**config.mk**
```make
export PLATFORM = sky130hd
export DESIGN_NAME = dsram_responder
export DESIGN_NICKNAME = d
export VERILOG_FILES = /design/src/rtl/dsram_responder.sv
export SDC_FILE = /design/constraint.sdc
export NUM_CORES = 1
export LEC_CHECK = 0
export ABC_AREA = 1
export BUFFER_PORTS_ARGS = -buffer_cell sky130_fd_sc_hd__buf_2
export CAP_MARGIN = 5
export CORE_UTILIZATION = 49
export DETAILED_ROUTE_END_ITERATION = 6
export GPL_TIMING_DRIVEN = 0
export PLACE_DENSITY = 0.84
export SLEW_MARGIN = 15
export SYNTH_ARGS = -nofsm -noshare
export SYNTH_HDL_FRONTEND = slang
export SYNTH_SLANG_ARGS = --single-unit
```
**constraint.sdc**
```tcl
create_clock -name clk -period 2.1 [get_ports clk]
set_input_delay 0.21 -clock clk [delete_from_list [all_inputs] [get_ports clk]]
set_output_delay 0.21 -clock clk [all_outputs]
set_load 0.01 [all_outputs]
```
**src/rtl/dsram_responder.sv**
```systemverilog
// Bridges the CPU's single-cycle data SRAM port onto a variable-latency SRAM-like bus.
// Stalls EX until the external access finishes, then holds the load word for MEM.
module dsram_responder #(
   parameter int unsigned KSEG_MAP = 1
) (
   input  logic        clk,
   input  logic        rst,
   input  logic        flush,
   input  logic        data_sram_en,
   input  logic [3:0]  data_sram_wen,
   input  logic [31:0] data_sram_addr,
   input  logic [31:0] data_sram_wdata,
   output logic [31:0] data_sram_rdata,
   output logic        stallreq,
   output logic        mem_req,
   output logic        mem_wr,
   output logic [3:0]  mem_wstrb,
   output logic [31:0] mem_addr,
   output logic [31:0] mem_wdata,
   input  logic        mem_addr_ok,
   input  logic        mem_data_ok,
   input  logic [31:0] mem_rdata
);

   typedef enum logic [1:0] {
      S_IDLE,
      S_ADDR,
      S_DATA,
      S_DONE
   } state_t;

   state_t      r_state;
   state_t      w_next;
   logic        w_accept;
   logic        w_done;
   logic [31:0] w_paddr;

   logic        r_mem_wr;
   logic [3:0]  r_mem_wstrb;
   logic [31:0] r_mem_addr;
   logic [31:0] r_mem_wdata;
   logic [31:0] r_rdata;

   // kseg0/kseg1 both alias the low 512 MB of physical memory
   always_comb begin
      w_paddr = data_sram_addr;
      if ((KSEG_MAP != 0) && (data_sram_addr[31:30] == 2'b10)) begin
         w_paddr = {3'b000, data_sram_addr[28:0]};
      end
   end

   always_comb begin
      w_next   = r_state;
      w_accept = 1'b0;
      w_done   = 1'b0;
      case (r_state)
         S_IDLE: begin
            w_accept = data_sram_en & ~flush;
            if (w_accept) w_next = S_ADDR;
         end
         S_ADDR: begin
            if (mem_addr_ok) begin
               w_done = mem_data_ok;
               w_next = mem_data_ok ? S_DONE : S_DATA;
            end
         end
         S_DATA: begin
            if (mem_data_ok) begin
               w_done = 1'b1;
               w_next = S_DONE;
            end
         end
         // DONE drops the stall for one cycle so EX advances without re-issuing
         S_DONE: w_next = S_IDLE;
         default: w_next = S_IDLE;
      endcase
   end

   always_ff @(posedge clk) begin
      if (rst) r_state <= S_IDLE;
      else     r_state <= w_next;
   end

   always_ff @(posedge clk) begin
      if (rst) begin
         r_mem_wr    <= 1'b0;
         r_mem_wstrb <= '0;
         r_mem_addr  <= '0;
         r_mem_wdata <= '0;
      end else if (w_accept) begin
         r_mem_wr    <= |data_sram_wen;
         r_mem_wstrb <= data_sram_wen;
         r_mem_addr  <= w_paddr;
         r_mem_wdata <= data_sram_wdata;
      end
   end

   always_ff @(posedge clk) begin
      if (rst)                     r_rdata <= '0;
      else if (w_done && !r_mem_wr) r_rdata <= mem_rdata;
   end

   assign mem_req         = (r_state == S_ADDR);
   assign mem_wr          = r_mem_wr;
   assign mem_wstrb       = r_mem_wstrb;
   assign mem_addr        = r_mem_addr;
   assign mem_wdata       = r_mem_wdata;
   assign data_sram_rdata = r_rdata;
   assign stallreq        = ~rst & (w_accept | (r_state == S_ADDR) | (r_state == S_DATA));

endmodule

```
Yosys cells after proc, flatten, opt, wreduce, memory -nomap -nowiden. Cells that the tools add are included.

$add $sub $neg: 0. $mul: 0. Div/mod/pow operators: 0. Magnitude comparators: 0. Equal/unequal tests: 7. Shifts and indexed selects: 0. Multiplexer cells: 10. Bitwise gates (word level): 6. Reductions and logical operators: 5.

Operator list (count): two-way mux 32 bit (1); case mux 2 bit (4 select lines) (1); equality test 2 bit, second input constant (3); two-way mux 2 bit (3); two-way mux 1 bit (4); != test 2 bit, second input constant (2); OR reduction 4 bit (1); AND reduction 3 bit (1); AND 1 bit (2); equality test 2 x 1 -> 1 bit, second input constant (1); logical NOT 2 bit (1); != test 2 x 1 -> 1 bit, second input constant (1); inverter 1 bit (2); OR 1 bit (2); case mux 1 bit (2 select lines) (1); logical AND 1 bit (1); logical NOT 1 bit (1).

Flip-flop bits (word level): 103. Latch bits: 0. RAM bits: 0. Memory bits (read-only): 0. Input bits: 106. Output and inout bits: 103. Word-level logic and storage cells: 34. Memories kept: 0.

Logic depth before layout (Yosys ltp). Gate-level depths: netlist of run 1.

Word-level depth: 6. Mapped depth: 8. Gate-level depth less buffers: 7.

Least setup slack after synthesis of run 1. Ideal clock, no wire load.

Path kind: register -> output. Start: register r_state[0]. End: output port stallreq. Arrival time: 1.244 ns. Data required time: 1.890 ns. Setup slack: 0.646 ns. Stages on the path, launching flop included: 8. Buffers on the path: 1. Cell sequence: dfxtp_1 -> inv_1 -> ha_1 -> inv_2 -> nor2_4 -> inv_2 -> buf_2 -> a21oi_1.

Cells in the longest elaborated chain, start to end: 5. Elaborated cells between the ends (all ways): 7. Those cells by class: 2 x eq/ne; 1 x mux; 3 x bitwise; 1 x reduce/logical.

Ends and longest elaborated chain: start, declared (line 32) `state_t r_state;`; start signal, assigned (line 81) `else r_state <= w_next;`; logical NOT 2 bit (line 56) `case (r_state)`; two-way mux 1 bit (line 56); OR 1 bit (line 109) `assign stallreq = ~rst & (w_accept | (r_state == S_ADDR) | (r_state == S_DATA));`; OR 1 bit * (line 109); AND 1 bit * (line 109); end, declared (line 14) `output logic stallreq,`.

Mark *: on every way between the ends. The rest lies on a longest branch, timed or not.

Final worst setup path of run 1. Ends and elaborated chain as after synthesis.

==> impl_results.html, run 1 <==
<table>
<tr><th>Metric</th><th>Value</th></tr>
<tr><th colspan="2">Die</th></tr>
<tr><td>Count of boundary I/O pins</td><td>between 200 and 250</td></tr>
<tr><td>Starting utilization of the core area</td><td>0.513</td></tr>
<tr><td>Area of the core</td><td>7850 µm²</td></tr>
<tr><td>Horizontal die dimension</td><td>between 90 and 100 µm</td></tr>
<tr><td>Number of standard-cell rows in the floorplan</td><td>32</td></tr>
<tr><td>Die extent in y</td><td>between 90 and 100 µm</td></tr>
<tr><td>Floorplan die area</td><td>roughly 8600 µm²</td></tr>
<tr><th colspan="2">Setup path</th></tr>
<tr><td>Cells along the critical path</td><td>inv_1 -&gt; ha_1 -&gt; inv_2 -&gt; nor2_4 -&gt; inv_2 -&gt; buf_2 -&gt; a21oi_1 -&gt; buf_2</td></tr>
<tr><td>Critical Path Max Stage Delay</td><td>about 0.38 ns</td></tr>
<tr><td>Crit end category</td><td>output port</td></tr>
<tr><td>Critical path arrival</td><td>1.76 ns</td></tr>
<tr><td>Slowest-stage cell, CP</td><td>sky130_fd_sc_hd__dfxtp_1</td></tr>
<tr><td>Delay-heaviest family, CP</td><td>buffers and inverters</td></tr>
<tr><td>Startpoint class of the critical path</td><td>register</td></tr>
<tr><td>Required time at the worst-slack endpoint</td><td>about 1.9 ns</td></tr>
<tr><td>Count of buffering cells on the critical path with inverters included</td><td>5</td></tr>
<tr><td>Biggest fanout along the worst timing path</td><td>10</td></tr>
<tr><td>Crit Path Class</td><td>register to output port</td></tr>
<tr><td>Register-to-register setup slack</td><td>0.47 ns</td></tr>
<tr><th colspan="2">Synth</th></tr>
<tr><td>Biggest area consumer among synthesized cells</td><td>sky130_fd_sc_hd__dfxtp_1</td></tr>
<tr><td>Fraction of the mapped netlist area in simple logic gates</td><td>0.248</td></tr>
<tr><td>Number of nets in the synthesized netlist</td><td>589</td></tr>
<tr><td>Mux cell area share after synthesis</td><td>0</td></tr>
<tr><td>Share of the yosys chip area belonging to registers</td><td>0.512</td></tr>
<tr><td>Number of warning messages in the yosys log</td><td>0</td></tr>
<tr><td>Largest cells by area after synthesis</td><td>sky130_fd_sc_hd__dfxtp_1 (51%), sky130_fd_sc_hd__nor2_1 (12%), sky130_fd_sc_hd__o21ai_0 (7.2%)</td></tr>
<tr><td>Library cells used by synthesis</td><td>25</td></tr>
<tr><td>Mean cell area of the mapped netlist</td><td>roughly 8.4 µm²</td></tr>
<tr><td>Share of the synthesized area in compound gates (AO/OA/AOI/OAI)</td><td>0.163</td></tr>
<tr><td>Netlist Area Pre-Place</td><td>about 4000 µm²</td></tr>
<tr><td>Post-Synth XOR/XNOR Area</td><td>0</td></tr>
<tr><td>Combinational family with the most area after synthesis</td><td>simple AND/OR/NAND/NOR gates</td></tr>
<tr><td>Count of state elements after synthesis</td><td>103</td></tr>
<tr><td>Synthesized-area fraction occupied by adder cells</td><td>0.0124</td></tr>
<tr><td>Synthesized netlist cell count</td><td>roughly 480</td></tr>
<tr><td>Top-area cell type share of the netlist area</td><td>0.512</td></tr>
<tr><th colspan="2">Timing</th></tr>
<tr><td>Accumulated negative setup slack</td><td>0 ns</td></tr>
<tr><td>Number of max-slew violations in the final report</td><td>0</td></tr>
<tr><td>Post-route minimum period</td><td>slightly below 2 ns</td></tr>
<tr><td>Max-slew headroom</td><td>0.754</td></tr>
<tr><td>Actual slew at the worst max-slew pin</td><td>between 0.3 and 0.4 ns</td></tr>
<tr><td>Layout Skew</td><td>0.0146 ns</td></tr>
<tr><td>Setup-failing EPs final</td><td>0</td></tr>
<tr><td>Share of the clock period used by the worst path</td><td>0.936</td></tr>
<tr><td>Setup repair after global routing missed its margin</td><td>false</td></tr>
<tr><td>Fmax achieved</td><td>~0.51 GHz</td></tr>
<tr><td>Hold Fails Final Rpt</td><td>0</td></tr>
<tr><th colspan="2">Cells and area</th></tr>
<tr><td>Fraction of final layout cells with drive strength greater than 1</td><td>0.462</td></tr>
<tr><td>Nets@finish</td><td>slightly above 800</td></tr>
<tr><td>Number of diodes added for antenna fixing</td><td>0</td></tr>
<tr><td>Leading cell types in the layout, fill and taps excluded</td><td>sky130_fd_sc_hd__buf_2 (230), sky130_fd_sc_hd__nor2_1 (134), sky130_fd_sc_hd__dfxtp_1 (103)</td></tr>
<tr><td>Post-Layout Cell Count</td><td>between 800 and 900</td></tr>
<tr><td>Most common cell after layout, fill and taps aside</td><td>sky130_fd_sc_hd__buf_2</td></tr>
<tr><td>Relative area change from synthesis to final layout</td><td>33.8%</td></tr>
<tr><td>Total of fill cells in the finished design</td><td>686</td></tr>
<tr><th colspan="2">Place</th></tr>
<tr><td>Final RePlAce weighted congestion</td><td>0.836</td></tr>
<tr><td>Total of buffers placed on input and output ports</td><td>between 200 and 250</td></tr>
<tr><td>Post-placement cell count</td><td>788</td></tr>
<tr><td>Post-detailed-placement half-perimeter wirelength</td><td>approximately 8300 µm</td></tr>
<tr><th colspan="2">Power and ir drop</th></tr>
<tr><td>Internal power consumption</td><td>~3600 µW</td></tr>
<tr><td>Power Density</td><td>1010 nW/µm²</td></tr>
<tr><td>Share of total power consumed by net switching</td><td>0.349</td></tr>
<tr><td>Leak Pwr</td><td>roughly 0.0028 µW</td></tr>
<tr><td>NetSw</td><td>approximately 1900 µW</td></tr>
<tr><td>Combinational Power Share</td><td>0.316</td></tr>
<tr><td>Worst vdd ir</td><td>0.572 mV</td></tr>
<tr><td>Part of the power in registers</td><td>0.461</td></tr>
<tr><td>Clock group share of total power</td><td>0.224</td></tr>
<tr><th colspan="2">Run status</th></tr>
<tr><td>Run status</td><td>completed</td></tr>
<tr><th colspan="2">GRT</th></tr>
<tr><td>Initial antenna violation count</td><td>0</td></tr>
<tr><td>Pin count of the biggest net entering global routing</td><td>18</td></tr>
<tr><td>Congestion Overflow GR</td><td>0</td></tr>
<tr><td>First-pass GRT wire length</td><td>17600 µm</td></tr>
<tr><td>Via count of the first global-routing pass</td><td>about 3800</td></tr>
<tr><td>Aggregate global-route resource usage</td><td>0.258</td></tr>
<tr><th colspan="2">Routing</th></tr>
<tr><td>Via count</td><td>a little under 4000</td></tr>
<tr><td>Number of DRC markers after the initial detailed-route iteration</td><td>~120</td></tr>
<tr><td>DRC</td><td>0</td></tr>
<tr><td>Vias per inst</td><td>roughly 4.9</td></tr>
<tr><td>Routed wire per std cell</td><td>approximately 13 µm</td></tr>
<tr><td>Wirelength, routed</td><td>10800 µm</td></tr>
<tr><td>Final ANT Viol Nets</td><td>0</td></tr>
<tr><td>Number of detailed-routing iterations run before antenna repair</td><td>4</td></tr>
<tr><th colspan="2">CTS</th></tr>
<tr><td>Clock tree from TritonCTS</td><td>yes</td></tr>
<tr><td>Clock net sink count</td><td>103</td></tr>
<tr><td>Hold-fix buffer count after cts</td><td>0</td></tr>
<tr><td>Clock-pin slew on the worst setup and hold paths</td><td>0.10 ns</td></tr>
<tr><td>H-tree lvl count</td><td>3</td></tr>
<tr><td>Clock buffers created by TritonCTS</td><td>9</td></tr>
<tr><td>Cell at the root of the clock tree</td><td>sky130_fd_sc_hd__clkbuf_8</td></tr>
<tr><td>Buffer levels on the longest clock path</td><td>2</td></tr>
<tr><td>Clock Latency Late Sink</td><td>about 0.35 ns</td></tr>
<tr><th colspan="2">Min path</th></tr>
<tr><td>Class of the most critical hold timing path</td><td>primary input to register</td></tr>
<tr><th colspan="2">Job</th></tr>
<tr><td>Number of violations of the max-capacitance limit</td><td>0</td></tr>
</table>
## sequential cells by signal, summed over array words and instances (netlist names)
register,cells
mem_wstrb,4
mem_addr,32
data_sram_rdata,32
mem_wdata,32
r_state,2
mem_wr,1
## cells in the mapped netlist, drive strengths merged
cell type	n
a21oi	9
buf	33
clkbuf	1
dfxtp	103
ha	4
inv	10
nand2	19
nand3	3
nand3b	2
nor2	166
nor3	32
o211ai	1
o21ai	96
## area by class of cell
class	count	area (µm²)	area share
Buffer	34	224	0.0415
Clock buffer	9	124	0.0230
Clock inverter	6	67.6	0.0125
Inverter	10	37.5	0.00696
Multi-Input combinational cell	332	1710	0.316
Sequential cell	103	2060	0.382
Tap cell	102	128	0.0237
Timing Repair Buffer	208	1040	0.194
## layer usage
metal | share of wire | GRT usage | vias up
met5 | 0 | 0 | -
met3 | 0.046 | 0.0402 | 24
met1 | 0.42 | 0.310 | 1813
met4 | 0.029 | 0.123 | 0
met2 | 0.50 | 0.448 | 116
li1 | - | - | 1989
## timing repair
action | in CTS | in global routing
endpoints found under the setup margin | 1 | 0
hold endpoints to repair | 0 | 0
gates resized for setup | 0 | 0
setup buffers | 1 | 0
## per-stage QoR
stage	utilization	total power, µW	worst slack [ns]	area [µm²]	hold WS (ns)
finish	0.687	5450	0.134	5390	0.0698
global placement	0.662	4210	0.385	5190	0.431
floorplan	-	3590	0.646	4030	0.345
CTS	0.687	5490	0.116	5390	0.0567
global route	0.687	5780	0.0158	5390	0.0564
detailed placement	0.662	4270	0.347	5190	0.437
## final timing paths
path                       startpoint  depth (start not counted)             to
hold reg to reg          mem_wstrb[3]                          2   mem_wstrb[3]
hold / removal    data_sram_wdata[24]                          3  mem_wdata[24]
setup reg to reg           r_state[0]                          8  mem_wdata[26]
setup / recovery           r_state[0]                          8       stallreq
## cells by family (layout without fill, tap and decap cells)
logic type	after synthesis	after routing
buffers and inverters	44	267
AOI/OAI and AO/OA	106	106
DFF	103	103
adders and majority gates	4	4
and+or+nand+nor	222	222
## power groups by stage
stage,clock network [µW],logic [µW],registers [µW]
5_1_grt,1320,1900,2560
2_1_floorplan,0,873,2720
3_5_place_dp,0,1720,2550
6_report,1220,1720,2510
3_3_place_gp,0,1670,2530
4_1_cts,1250,1730,2510
## worst reg2reg max path: cells and delay by family, from the launching register on
kind            cells  cell delay (ns)
buf+inv             4             0.70
fa+ha+maj           1             0.20
flops               1             0.34
simple gates        2             0.21
compound gates      1             0.13
Note: power is estimated with default switching activity, not from simulation.
==> run 2: changes to the inputs <==
CORE_UTILIZATION = 30   (was 49)
PLACE_DENSITY = 0.55   (was 0.84)
==> run 2 against run 1 <==
Worst hold slack better by 0.0056 ns. Sequential power about the same. Fmax grew 4.2%. Largest power group unchanged.
==> impl_results.html, run 2 (synthesized netlist as in run 1, its figures left out) <==
<table>
<tr><th>Metric</th><th>Value</th></tr>
<tr><th colspan="2">Job</th></tr>
<tr><td>Number of violations of the max-capacitance limit</td><td>0</td></tr>
<tr><th colspan="2">Cells and area</th></tr>
<tr><td>Nets@finish</td><td>807</td></tr>
<tr><td>Leading cell types in the layout, fill and taps excluded</td><td>sky130_fd_sc_hd__buf_2 (229), sky130_fd_sc_hd__nor2_1 (134), sky130_fd_sc_hd__dfxtp_1 (103)</td></tr>
<tr><td>Most common cell after layout, fill and taps aside</td><td>sky130_fd_sc_hd__buf_2</td></tr>
<tr><td>Fraction of final layout cells with drive strength greater than 1</td><td>0.462</td></tr>
<tr><td>Relative area change from synthesis to final layout</td><td>38.9%</td></tr>
<tr><td>End-of-flow core utilization</td><td>0.435</td></tr>
<tr><td>Number of diodes added for antenna fixing</td><td>0</td></tr>
<tr><th colspan="2">GRT</th></tr>
<tr><td>Pin count of the biggest net entering global routing</td><td>19</td></tr>
<tr><td>Congestion Overflow GR</td><td>0</td></tr>
<tr><td>Via count of the first global-routing pass</td><td>between 3000 and 4000</td></tr>
<tr><td>First-pass GRT wire length</td><td>19100 µm</td></tr>
<tr><td>Aggregate global-route resource usage</td><td>0.174</td></tr>
<tr><td>Initial antenna violation count</td><td>0</td></tr>
<tr><th colspan="2">CTS</th></tr>
<tr><td>Clock tree from TritonCTS</td><td>yes</td></tr>
<tr><td>Buffer levels on the longest clock path</td><td>2</td></tr>
<tr><td>Clock-pin slew on the worst setup and hold paths</td><td>0.08 ns</td></tr>
<tr><td>Number of resized instances in the post-cts repair step</td><td>0</td></tr>
<tr><td>Cell at the root of the clock tree</td><td>sky130_fd_sc_hd__clkbuf_16</td></tr>
<tr><td>Clock buffers created by TritonCTS</td><td>9</td></tr>
<tr><td>Clock net sink count</td><td>between 100 and 150</td></tr>
<tr><td>Clock Latency Late Sink</td><td>0.35 ns</td></tr>
<tr><td>H-tree lvl count</td><td>3</td></tr>
<tr><td>Hold-fix buffer count after cts</td><td>0</td></tr>
<tr><th colspan="2">Timing</th></tr>
<tr><td>Actual slew at the worst max-slew pin</td><td>0.357 ns</td></tr>
<tr><td>Max-slew headroom</td><td>0.762</td></tr>
<tr><td>Final critical-path setup slack</td><td>around 0.21 ns</td></tr>
<tr><td>Setup-failing EPs final</td><td>0</td></tr>
<tr><td>Post-route minimum period</td><td>between 1.5 and 2 ns</td></tr>
<tr><td>Fmax achieved</td><td>roughly 0.53 GHz</td></tr>
<tr><td>Setup repair after global routing missed its margin</td><td>false</td></tr>
<tr><td>Share of the clock period used by the worst path</td><td>0.898</td></tr>
<tr><td>Hold Fails Final Rpt</td><td>0</td></tr>
<tr><td>Post-Route Hold Slack</td><td>~0.075 ns</td></tr>
<tr><td>Layout Skew</td><td>~0.0056 ns</td></tr>
<tr><td>Accumulated negative setup slack</td><td>0 ns</td></tr>
<tr><td>Number of max-slew violations in the final report</td><td>0</td></tr>
<tr><th colspan="2">Run status</th></tr>
<tr><td>Run status</td><td>completed</td></tr>
<tr><th colspan="2">Die</th></tr>
<tr><td>Number of standard-cell rows in the floorplan</td><td>41</td></tr>
<tr><td>Floorplan die area</td><td>around 14000 µm²</td></tr>
<tr><td>Starting utilization of the core area</td><td>0.313</td></tr>
<tr><td>Count of boundary I/O pins</td><td>around 210</td></tr>
<tr><td>Horizontal die dimension</td><td>118 µm</td></tr>
<tr><td>Area of the core</td><td>roughly 13000 µm²</td></tr>
<tr><td>Die extent in y</td><td>118 µm</td></tr>
<tr><th colspan="2">Setup path</th></tr>
<tr><td>Crit Path Class</td><td>register to output port</td></tr>
<tr><td>Required time at the worst-slack endpoint</td><td>~1.9 ns</td></tr>
<tr><td>Crit end category</td><td>output port</td></tr>
<tr><td>Startpoint class of the critical path</td><td>register</td></tr>
<tr><td>Critical path arrival</td><td>1.68 ns</td></tr>
<tr><td>Biggest fanout along the worst timing path</td><td>16</td></tr>
<tr><th colspan="2">Routing</th></tr>
<tr><td>Met3 wirelength from detailed routing</td><td>582 µm</td></tr>
<tr><td>Routed wire per std cell</td><td>~14 µm</td></tr>
<tr><td>Vias per inst</td><td>around 4.6</td></tr>
<tr><td>DRC</td><td>0</td></tr>
<tr><td>Number of detailed-routing iterations run before antenna repair</td><td>4</td></tr>
<tr><td>Via count</td><td>a little under 4000</td></tr>
<tr><td>Met2 wirelength from detailed routing</td><td>5770 µm</td></tr>
<tr><td>Number of DRC markers after the initial detailed-route iteration</td><td>157</td></tr>
<tr><td>Metal1 wirelength</td><td>5200 µm</td></tr>
<tr><td>Top Layer Used</td><td>met4</td></tr>
<tr><td>Wirelength, routed</td><td>11900 µm</td></tr>
<tr><td>Final ANT Viol Nets</td><td>0</td></tr>
<tr><th colspan="2">Place</th></tr>
<tr><td>Worst slack at placement</td><td>0.300 ns</td></tr>
<tr><td>Post-detailed-placement half-perimeter wirelength</td><td>about 9000 µm</td></tr>
<tr><td>Final RePlAce weighted congestion</td><td>0.778</td></tr>
<tr><td>Total of buffers placed on input and output ports</td><td>around 210</td></tr>
<tr><th colspan="2">Min path</th></tr>
<tr><td>Class of the most critical hold timing path</td><td>primary input to register</td></tr>
<tr><th colspan="2">Power and ir drop</th></tr>
<tr><td>Leak Pwr</td><td>between 0.002 and 0.003 µW</td></tr>
<tr><td>Worst vdd ir</td><td>between 0.3 and 0.4 mV</td></tr>
<tr><td>Power Density</td><td>1070 nW/µm²</td></tr>
</table>
run 2: changes by cell type in the layout (fill, tap and decap cells not counted), sizes merged:
cell,delta
clkinv,+1
clkinvlp,-2
clkbuf,+1
inv,+1
buf,-1
run 2: area by class of cell:
type	count	area (µm²)
inverter	10	37.5
tap	172	215
clock inverter	6	73.8
clock buffer	10	239
multi-input combinational	332	1710
sequential	103	2060
fill	1346	7280
buffer	33	219
timing repair buffer	208	1040
run 2: final timing paths:
check / start / to / slack, ns / cells past startpoint
setup reg to reg: r_state[0] / data_sram_rdata[18] / 0.46 / 6
hold / removal: data_sram_wdata[8] / mem_wdata[8] / 0.08 / 3
setup / recovery: r_state[0] / stallreq / 0.21 / 7
hold reg to reg: mem_addr[30] / mem_addr[30] / 0.46 / 2
run 2: through the flow:
stage	cell area (µm²)	power, µW	instances
after floorplan	4030	3590	479
after global placement	5280	4270	858
after detailed placement	5280	4310	858
after CTS	5600	6100	875
after global routing	5600	6390	874
final	5600	6010	874
run 2: routing by layer:
layer / global-route usage / vias to the layer above
met4: 0.0849 / 0
met5: 0 / -
met2: 0.293 / 125
li1: - / 1997
met1: 0.207 / 1835
met3: 0.0397 / 21
run 2: critical path, cell delays in order, from the launching register on:
cell and delay (ns):
sky130_fd_sc_hd__dfxtp_1 0.37, sky130_fd_sc_hd__inv_1 0.10, sky130_fd_sc_hd__ha_1 0.23, sky130_fd_sc_hd__inv_2 0.07, sky130_fd_sc_hd__nor2_4 0.04, sky130_fd_sc_hd__inv_2 0.24, sky130_fd_sc_hd__a21oi_1 0.11, sky130_fd_sc_hd__buf_2 0.16
run 2: timing repair:
action,4_1_cts,5_1_grt
pin swaps,1,0
setup buffers,1,0
endpoints found under the setup margin,1,1
run 2: power breakdown:
part	total, µW	switching, µW	internal (µW)	leakage (µW)
clock network	1760	781	974	0.000154
registers	2510	194	2320	0.000842
logic	1740	1060	681	0.00182
total	6010	2040	3970	0.00282
==> run 3: changes to the inputs <==
CELL_PAD_IN_SITES_DETAIL_PLACEMENT = 1   (was not set)
CELL_PAD_IN_SITES_GLOBAL_PLACEMENT = 1   (was not set)
PLACE_DENSITY = 0.74   (was 0.55)
SETUP_SLACK_MARGIN = 0.2   (was not set)
==> run 3 against run 2 <==
Sequential power hardly changed. Die area stayed put. Critical path depth is 1 higher. Power is 1.2% lower. Critical endpoint unchanged. Sequential share of layout area hardly changed.
==> impl_results.html, run 3 (synthesized netlist as in run 1, its figures left out) <==
<table>
<tr><th>Metric</th><th>Value</th></tr>
<tr><th colspan="2">Timing</th></tr>
<tr><td>Max-slew headroom</td><td>0.745</td></tr>
<tr><td>Number of max-slew violations in the final report</td><td>0</td></tr>
<tr><td>Layout Skew</td><td>about 0.0083 ns</td></tr>
<tr><td>Fmax achieved</td><td>around 0.56 GHz</td></tr>
<tr><td>Post-route minimum period</td><td>about 1.8 ns</td></tr>
<tr><td>Actual slew at the worst max-slew pin</td><td>between 0.3 and 0.4 ns</td></tr>
<tr><td>Hold Fails Final Rpt</td><td>0</td></tr>
<tr><td>Accumulated negative setup slack</td><td>0 ns</td></tr>
<tr><td>Setup repair after global routing missed its margin</td><td>false</td></tr>
<tr><td>Setup-failing EPs final</td><td>0</td></tr>
<tr><td>Share of the clock period used by the worst path</td><td>0.857</td></tr>
<tr><th colspan="2">CTS</th></tr>
<tr><td>H-tree lvl count</td><td>3</td></tr>
<tr><td>Clock-pin slew on the worst setup and hold paths</td><td>0.07 ns</td></tr>
<tr><td>Clock tree from TritonCTS</td><td>yes</td></tr>
<tr><td>Clock buffers created by TritonCTS</td><td>9</td></tr>
<tr><td>Buffer levels on the longest clock path</td><td>2</td></tr>
<tr><td>Cell at the root of the clock tree</td><td>sky130_fd_sc_hd__clkbuf_16</td></tr>
<tr><td>Clock net sink count</td><td>between 100 and 150</td></tr>
<tr><td>Hold-fix buffer count after cts</td><td>0</td></tr>
<tr><td>Clock Latency Late Sink</td><td>around 0.34 ns</td></tr>
<tr><th colspan="2">Power and ir drop</th></tr>
<tr><td>Worst vdd ir</td><td>approximately 0.7 mV</td></tr>
<tr><td>Leak Pwr</td><td>0.00282 µW</td></tr>
<tr><td>Share of total power consumed by net switching</td><td>0.335</td></tr>
<tr><td>Internal power consumption</td><td>3950 µW</td></tr>
<tr><td>Clock group share of total power</td><td>0.272</td></tr>
<tr><td>Power Density</td><td>1060 nW/µm²</td></tr>
<tr><td>Part of the power in registers</td><td>0.426</td></tr>
<tr><td>NetSw</td><td>between 1500 and 2000 µW</td></tr>
<tr><td>Combinational Power Share</td><td>0.303</td></tr>
<tr><th colspan="2">GRT</th></tr>
<tr><td>Aggregate global-route resource usage</td><td>0.187</td></tr>
<tr><td>Pin count of the biggest net entering global routing</td><td>16</td></tr>
<tr><td>Initial antenna violation count</td><td>0</td></tr>
<tr><td>Via count of the first global-routing pass</td><td>about 4200</td></tr>
<tr><td>First-pass GRT wire length</td><td>between 20000 and 25000 µm</td></tr>
<tr><td>Congestion Overflow GR</td><td>0</td></tr>
<tr><th colspan="2">Setup path</th></tr>
<tr><td>Crit end category</td><td>output port</td></tr>
<tr><td>Critical Path Max Stage Delay</td><td>~0.34 ns</td></tr>
<tr><td>Cells along the critical path</td><td>inv_2 -&gt; ha_4 -&gt; inv_2 -&gt; nor2_4 -&gt; inv_4 -&gt; buf_6 -&gt; a21oi_1 -&gt; buf_2</td></tr>
<tr><td>Count of buffering cells on the critical path with inverters included</td><td>5</td></tr>
<tr><td>Delay-heaviest family, CP</td><td>buffers and inverters</td></tr>
<tr><td>Critical path arrival</td><td>between 1.5 and 2 ns</td></tr>
<tr><td>Depth of the worst register-to-register path</td><td>7</td></tr>
<tr><td>Crit Path Class</td><td>register to output port</td></tr>
<tr><td>Cell with the most instances on the worst path</td><td>sky130_fd_sc_hd__inv_2</td></tr>
<tr><td>Total stage count of the critical path</td><td>8</td></tr>
<tr><td>Startpoint class of the critical path</td><td>register</td></tr>
<tr><td>Slowest-stage cell, CP</td><td>sky130_fd_sc_hd__dfxtp_2</td></tr>
<tr><td>Biggest fanout along the worst timing path</td><td>10</td></tr>
<tr><td>Required time at the worst-slack endpoint</td><td>~1.9 ns</td></tr>
<tr><th colspan="2">Min path</th></tr>
<tr><td>Class of the most critical hold timing path</td><td>primary input to register</td></tr>
<tr><td>Worst Hold Depth</td><td>3</td></tr>
<tr><th colspan="2">Routing</th></tr>
<tr><td>Number of DRC markers after the initial detailed-route iteration</td><td>107</td></tr>
<tr><td>DRC</td><td>0</td></tr>
<tr><td>Number of detailed-routing iterations run before antenna repair</td><td>3</td></tr>
<tr><td>Final ANT Viol Nets</td><td>0</td></tr>
<tr><td>Via count</td><td>~4000</td></tr>
<tr><td>Wirelength, routed</td><td>~13000 µm</td></tr>
<tr><td>Routed wire per std cell</td><td>roughly 15 µm</td></tr>
<tr><td>Vias per inst</td><td>around 4.6</td></tr>
<tr><th colspan="2">Job</th></tr>
<tr><td>Number of violations of the max-capacitance limit</td><td>0</td></tr>
<tr><th colspan="2">Run status</th></tr>
<tr><td>Run status</td><td>completed</td></tr>
<tr><th colspan="2">Die</th></tr>
<tr><td>Starting utilization of the core area</td><td>0.313</td></tr>
<tr><td>Number of standard-cell rows in the floorplan</td><td>41</td></tr>
<tr><td>Count of boundary I/O pins</td><td>~210</td></tr>
<tr><td>Floorplan die area</td><td>13900 µm²</td></tr>
<tr><td>Horizontal die dimension</td><td>around 120 µm</td></tr>
<tr><td>Area of the core</td><td>roughly 13000 µm²</td></tr>
<tr><td>Die extent in y</td><td>118 µm</td></tr>
<tr><th colspan="2">Cells and area</th></tr>
<tr><td>Nets@finish</td><td>roughly 810</td></tr>
<tr><td>Leading cell types in the layout, fill and taps excluded</td><td>sky130_fd_sc_hd__buf_2 (229), sky130_fd_sc_hd__nor2_1 (134), sky130_fd_sc_hd__dfxtp_1 (101)</td></tr>
<tr><td>Relative area change from synthesis to final layout</td><td>38.9%</td></tr>
<tr><td>Fraction of final layout cells with drive strength greater than 1</td><td>0.467</td></tr>
<tr><td>Number of diodes added for antenna fixing</td><td>0</td></tr>
<tr><td>Most common cell after layout, fill and taps aside</td><td>sky130_fd_sc_hd__buf_2</td></tr>
<tr><td>End-of-flow core utilization</td><td>0.435</td></tr>
<tr><th colspan="2">Place</th></tr>
<tr><td>Total of buffers placed on input and output ports</td><td>between 200 and 250</td></tr>
<tr><td>Post-detailed-placement half-perimeter wirelength</td><td>roughly 10000 µm</td></tr>
<tr><td>Final RePlAce weighted congestion</td><td>about 0.75</td></tr>
</table>
-- run 3: cell types whose count changed in the layout (fill, tap and decap cells not counted) --
cell / before / now
sky130_fd_sc_hd__buf_4: 6 / 7
sky130_fd_sc_hd__buf_6: 2 / 3
sky130_fd_sc_hd__clkbuf_1: 1 / 2
sky130_fd_sc_hd__clkbuf_8: 1 / 0
sky130_fd_sc_hd__clkinv_2: 0 / 2
sky130_fd_sc_hd__clkinv_4: 2 / 1
sky130_fd_sc_hd__dfxtp_1: 103 / 101
sky130_fd_sc_hd__dfxtp_2: 0 / 2
sky130_fd_sc_hd__ha_1: 4 / 3
sky130_fd_sc_hd__ha_4: 0 / 1
sky130_fd_sc_hd__inv_1: 7 / 5
sky130_fd_sc_hd__inv_2: 3 / 4
sky130_fd_sc_hd__inv_4: 0 / 1
sky130_fd_sc_hd__inv_6: 3 / 0
-- run 3: final cells by class --
cell class	instances	area, µm²
buffer	34	230
inverter	10	40.0
timing repair buffer	209	1050
multi-input combinational	332	1720
fill	1624	7280
sequential	103	2060
clock inverter	4	48.8
clock buffer	10	229
tap	172	215
-- run 3: repair_timing --
action,in CTS,in global routing
pin swaps,1,1
endpoints found under the setup margin,1,1
resized for setup,6,3
setup buffers,2,0
cloned,0,0
-- run 3: stage by stage --
stage | cells | power [µW] | instance area, µm² | setup WS (ns) | hold slack (ns)
6_report | 874 | 5940 | 5600 | 0.301 | 0.0869
5_1_grt | 874 | 6310 | 5600 | 0.215 | 0.0859
3_3_place_gp | 858 | 4260 | 5280 | 0.364 | 0.433
4_1_cts | 874 | 6010 | 5580 | 0.204 | 0.0705
2_1_floorplan | 479 | 3590 | 4030 | 0.646 | 0.345
3_5_place_dp | 858 | 4340 | 5280 | 0.282 | 0.440
-- run 3: final timing paths --
check | start | end | slack (ns)
worst max-delay path | r_state[1] | stallreq | 0.30
worst min-delay path | data_sram_addr[25] | mem_addr[25] | 0.09
worst max register to register | r_state[0] | data_sram_rdata[29] | 0.47
worst min register to register | mem_addr[30] | mem_addr[30] | 0.46
-- run 3: worst register-to-register path: stages (launching register included) --
cell,delay (ns)
sky130_fd_sc_hd__dfxtp_2,0.36
sky130_fd_sc_hd__inv_2,0.06
sky130_fd_sc_hd__buf_4,0.14
sky130_fd_sc_hd__ha_1,0.25
sky130_fd_sc_hd__a21oi_4,0.29
sky130_fd_sc_hd__buf_2,0.29
sky130_fd_sc_hd__nor3_1,0.09
sky130_fd_sc_hd__nor2_2,0.11
-- run 3: metal layers --
metal / track usage / part of all wire / up-vias
met5: 0 / 0 / -
met4: 0.0593 / 0.015 / 0
met2: 0.335 / 0.51 / 107
li1: - / - / 1997
met1: 0.217 / 0.43 / 1862
met3: 0.0441 / 0.045 / 13
-- run 3: power by group through the flow --
stage	sequential [µW]	combinational (µW)	clock [µW]
global route	2570	1990	1750
CTS	2530	1810	1670
finish	2530	1800	1610
floorplan	2720	873	0
detailed placement	2560	1780	0
global placement	2540	1720	0
